<file path="config.mk">
export PLATFORM = sky130hd
export DESIGN_NAME = switch_debouncer
export DESIGN_NICKNAME = d
export VERILOG_FILES = /design/src/rtl/switch_debouncer.sv
export SDC_FILE = /design/constraint.sdc
export NUM_CORES = 1
export LEC_CHECK = 0
export CAP_MARGIN = 10
export CORE_AREA = 4 4 90 92
export CTS_CLUSTER_SIZE = 40
export DETAILED_ROUTE_END_ITERATION = 8
export DIE_AREA = 0 0 94 96
export PLACE_DENSITY = 0.86
export SETUP_SLACK_MARGIN = 0.05
export SYNTH_ARGS = -nofsm -noshare
export SYNTH_HDL_FRONTEND = slang
export SYNTH_SLANG_ARGS = --single-unit
</file>
<file path="constraint.sdc">
create_clock -name clk -period 2.6 [get_ports clk]
set_clock_uncertainty 0.1 [all_clocks]
set_input_delay 0.39 -clock clk [delete_from_list [all_inputs] [get_ports clk]]
set_output_delay 0.39 -clock clk [all_outputs]
set_load 0.01 [all_outputs]
</file>
<file path="src/rtl/switch_debouncer.sv">
// switch_debouncer: synchronize and debounce slide switches, emit clean levels and edge strobes
// ports: clk; rst (sync, active-high); sw_raw async switch levels;
//        sw_clean debounced levels; sw_rise/sw_fall per-bit 1-cycle edge strobes;
//        sw_changed 1-cycle strobe when any bit rises or falls
module switch_debouncer #(
  parameter int WIDTH   = 4,
  parameter int CNT_MAX = 1000000
) (
  input  logic             clk,
  input  logic             rst,
  input  logic [WIDTH-1:0] sw_raw,
  output logic [WIDTH-1:0] sw_clean,
  output logic [WIDTH-1:0] sw_rise,
  output logic [WIDTH-1:0] sw_fall,
  output logic             sw_changed
);
  localparam int CW = $clog2(CNT_MAX + 1);
  logic [WIDTH-1:0] sync1_q, sync2_q, clean_q, clean_d, rise_q, fall_q, done;
  logic             changed_q;
  logic [CW-1:0]    cnt_q [WIDTH];
  logic [CW-1:0]    cnt_d [WIDTH];
  // a bit counts only while its synchronized level disagrees with the clean level;
  // agreement (stable or glitch ended) parks the counter at zero
  for (genvar b = 0; b < WIDTH; b++) begin : g_bit
    assign done[b]  = (sync2_q[b] != clean_q[b]) && (cnt_q[b] == CW'(CNT_MAX - 1));
    assign cnt_d[b] = (sync2_q[b] != clean_q[b] && !done[b]) ? cnt_q[b] + CW'(1) : '0;
  end
  assign clean_d = clean_q ^ done;
  always_ff @(posedge clk) begin
    sync1_q   <= rst ? '0 : sw_raw;
    sync2_q   <= rst ? '0 : sync1_q;
    clean_q   <= rst ? '0 : clean_d;
    rise_q    <= rst ? '0 : done & sync2_q;
    fall_q    <= rst ? '0 : done & ~sync2_q;
    changed_q <= rst ? 1'b0 : |done;
    for (int i = 0; i < WIDTH; i++) cnt_q[i] <= rst ? '0 : cnt_d[i];
  end
  assign sw_clean   = clean_q;
  assign sw_rise    = rise_q;
  assign sw_fall    = fall_q;
  assign sw_changed = changed_q;
endmodule

</file>
## Yosys cells after proc, flatten, opt, wreduce, memory -nomap -nowiden

Memories as Yosys holds them, arrays and structs flattened.
Index checks and enable logic that the tools add are counted.
W data, S select, Z words.

- Register bits: 21
- RAM bits: 80
- Output and inout bits: 13
- Word-level logic and storage cells: 44
- Memories kept: 1

Memory list:

| memory | depth | bits a word | read ports | clocked after Yosys merged registers in | wr ports | RTL line | text |
|---|---|---|---|---|---|---|---|
| cnt_q | 4 | 20 | 4 | 0 | 4 | 20 | `logic [CW-1:0] cnt_q [WIDTH];` |

- Add/sub/neg operators: 4
- Equality and inequality tests: 8
- Mux-type cells: 8
- Bitwise operators: 4
- Reduce and logical (&&, ||, !) cells: 13

Operators with widths:

| cell | number |
|---|---|
| $mux W20 | 8 |
| $add A20 B1 Y20 const B | 4 |
| $eq A20 B20 Y1 const B | 4 |
| $and A4 B4 Y4 | 2 |
| $logic_and A1 B1 Y1 | 8 |
| $logic_not A1 Y1 | 4 |
| $ne A1 B1 Y1 | 4 |
| $not A4 Y4 | 1 |
| $reduce_or A4 Y1 | 1 |
| $xor A4 B4 Y4 | 1 |

## Depth between registers and ports, before layout

- Depth after elaboration: 6
- Depth in mapped cells: 7

## Worst setup path after synthesis

No wires, ideal clock.

- Path kind: reg2reg
- Start: memory cnt_q[3][0] in the netlist's numbering
- End: memory cnt_q[3][10] in the netlist's numbering
- Library setup time: 117 ps
- Arrival time: 1,999 ps
- Required time: 2,383 ps
- Setup slack: 384 ps
- Cell stages (with the launch flop): 7
- Buffers on the path: 1
- Period minus slack after synthesis: 2,216 ps
- Cell sequence: dfxtp_1 > ha_1 > nand3_1 > or4_1 > o21ai_1 > buf_2 > nor2_1

RTL lines:

| element | RTL line |
|---|---|
| start, declared | 20 |

==> flow_summary.json <==
{
  "cts_tree": "yes",
  "vias_per_cell": 5.68,
  "cp-start-kind": "flip-flop",
  "total_power_mw": 2.58,
  "whs_endpoint": "sync2_q[2]$_SDFF_PP0_",
  "max_freq_ghz": 0.431,
  "drt_wl_total_mm": 8.38,
  "grt_pass1_wl_mm": 14.2,
  "yosys.area.top_type": "dfxtp_1",
  "initial_utilization_pct": 59.4,
  "ys_top_cells_by_area": "dfxtp_1, xnor2_1, nor2_1, xor2_1, nand3_1",
  "seq_area_frac_synth_pct": 47.2,
  "gr-total-overflow": 0,
  "core-area_um2": 7210,
  "areaGrowthSynthToFinish_pct": 12.1,
  "port_buffers": 18,
  "ff2ff_setup_slack_ps": 280,
  "p_per_area_nw_per_um2": 536,
  "fin_cells": 614,
  "r2r-end": "sw_changed$_SDFF_PP0_",
  "synth_top_cell_area_share_pct": 47.2,
  "drtIter0Drc": 124,
  "ant_nets": 0,
  "fin_tns_setup_ps": 0,
  "yosys-top-cells-count": "dfxtp_1, nor2_1, xnor2_1, nand3_1",
  "placedCellCount": 598,
  "grt_max_degree": 21,
  "grt_pass1_vias": 3270,
  "syn_nets": 495,
  "cts_buffers": 9,
  "wl_met1_mm": 3.82,
  "post-dp-hpwl_mm": 5.79,
  "clock_sinks": 101,
  "cts_resized": 0,
  "die-area_um2": 9020,
  "leakage_nw": 1.39,
  "synthFlopType": "dfxtp_1",
  "required_ps": 2790,
  "hp-class": "flip-flop to flip-flop",
  "dr.pass1.iters": 5,
  "yosysWarnings": 0,
  "ys_types": 37,
  "top_layer": "met4",
  "ir_drop_v": 0.000263,
  "met3WireLength_um": 327,
  "hold_ws_ps": 348,
  "drive_gt1_share_pct": 7.18,
  "synth-seq-cells": 101,
  "path_max_fanout": 6,
  "post-cts-setup-buffers": 0,
  "holdPathStages": 1,
  "avgSynthCellArea_um2": 8.84,
  "layout.nets": 520,
  "synth_cells": 485,
  "synth-edff-count": 0,
  "slew-limit-headroom_pct": 61.5,
  "fin_crit_ps": 2320,
  "hold_violations": 0,
  "r2r_cells": 4,
  "timing.rr.start": "cnt_q[1][13]$_SDFF_PP0_",
  "num_vias": 3487,
  "synth_area_um2": 4290,
  "worstMarginPinSlew_ps": 572,
  "route.detailed.drc": 0,
  "wire_per_inst_um": 13.6,
  "antenna-diode-count": 0,
  "die_h_um": 96,
  "die_w_um": 94,
  "synth-async-reset-ratio_pct": 0,
  "cap_violations": 0,
  "yosysMostFrequentCell": "dfxtp_1",
  "antenna_found_initial": 0,
  "path_class": "flip-flop to flip-flop",
  "setup_viol_count_final": 0,
  "end_kind": "flip-flop",
  "io_pins": 19,
  "grt_use_total_pct": 19.6,
  "cts-htree-levels": 3,
  "clkTransAtPathRegs_ps": 100,
  "critical_path_arrival_ps": 2510,
  "min-delay-start": "sync1_q[2]$_SDFF_PP0_",
  "hold_buffers": 0,
  "routed-wl-met2_mm": 4.09,
  "insertion_delay_ps": 370,
  "finalCritPeriodShare_pct": 89.2,
  "globalplace.congestion": 0.829,
  "cts-root-buf": "clkbuf_8",
  "final-max-slew-violation-count": 0,
  "outcome": "finished clean",
  "max-clock-path-buffers": 2,
  "fillers": 577,
  "rsz0062_at_grt": "no",
  "num_rows": 31
}
## power breakdown
group / switching, mW / leakage [nW] / internal, mW / total, mW
sequential: 0.00601 / 0.815 / 1.55 / 1.56
combinational: 0.0209 / 0.472 / 0.0176 / 0.0386
clock: 0.518 / 0.103 / 0.460 / 0.978
## worst max-delay path, stage by stage (launching register included)
cell and delay, ps:
dfxtp_1 370, or4b_1 530, or4_1 650, or3_1 380, a41oi_2 210
## flip-flops by register name (all words and copies together), names as in the netlist, named ones only
| signal | cells |
|---|---|
| sw_changed | 1 |
| sync1_q | 4 |
| cnt_q | 80 |
| sync2_q | 4 |
| sw_rise | 4 |
| sw_fall | 4 |
## placed cells by master, fill, tap and decap left out, types with 13 or more instances in the layout
master           netlist  layout
clkbuf_8               0      13
inv_1                 18      18
o21ai_0               17      16
clkdlybuf4s50_1        0      18
xnor2_1               36      36
nand3_1               27      27
or3_1                 20      20
xor2_1                20      20
a21oi_1               23      23
dfxtp_1              101     101
nand2_1               23      23
nand4_1               21      21
nor2_1                69      69
nor4_1                16      16
## routing by layer
| layer | track usage, % | vias to the layer above |
|---|---|---|
| li1 | - | 1754 |
| met1 | 23.8 | 1645 |
| met2 | 33.8 | 73 |
| met3 | 4.46 | 15 |
| met4 | 7.94 | 0 |
| met5 | 0 | - |
## logic make-up (layout without fill, tap and decap cells)
family                   after synthesis  in the layout  synth area share, %
AND/OR/NAND/NOR                      240            240                 29.8
flip-flops                           101            101                 47.2
XOR/XNOR                              56             56                 11.4
AO/OA/AOI/OAI                         53             53                 7.50
buffers and inverters                 31             61                 2.86
adder cells (fa/ha/maj)                4              4                 1.17
## stage by stage
stage	utilization, %	worst slack (ps)	instance area, µm²
floorplan	-	384	4290
finish	66.6	281	4810
detailed placement	63.8	301	4600
CTS	66.6	279	4810
global placement	63.8	382	4600
global route	66.6	183	4810
## final cells by class
class | instances | area (µm²) | share of cell area [%]
multi-input cells | 353 | 2140 | 44.5
flip-flops and latches | 101 | 2020 | 42.1
repair buffers | 27 | 248 | 5.15
clock buffers | 13 | 179 | 3.72
well taps | 99 | 124 | 2.58
inverters | 18 | 67.6 | 1.41
clock inverters | 3 | 25.0 | 0.521
## worst max-delay path by stage
stage / start / end / slack (ps)
2_1_floorplan: cnt_q[3][0]$_SDFF_PP0_ / cnt_q[3][10]$_SDFF_PP0_ / 380
5_1_grt: cnt_q[1][13]$_SDFF_PP0_ / sw_changed$_SDFF_PP0_ / 180
4_1_cts: cnt_q[1][13]$_SDFF_PP0_ / cnt_q[1][18]$_SDFF_PP0_ / 280
6_report: cnt_q[1][13]$_SDFF_PP0_ / sw_changed$_SDFF_PP0_ / 280
3_3_place_gp: cnt_q[1][12]$_SDFF_PP0_ / cnt_q[1][5]$_SDFF_PP0_ / 380
3_5_place_dp: cnt_q[1][13]$_SDFF_PP0_ / cnt_q[1][8]$_SDFF_PP0_ / 300
(Power assumes the default switching activity.)
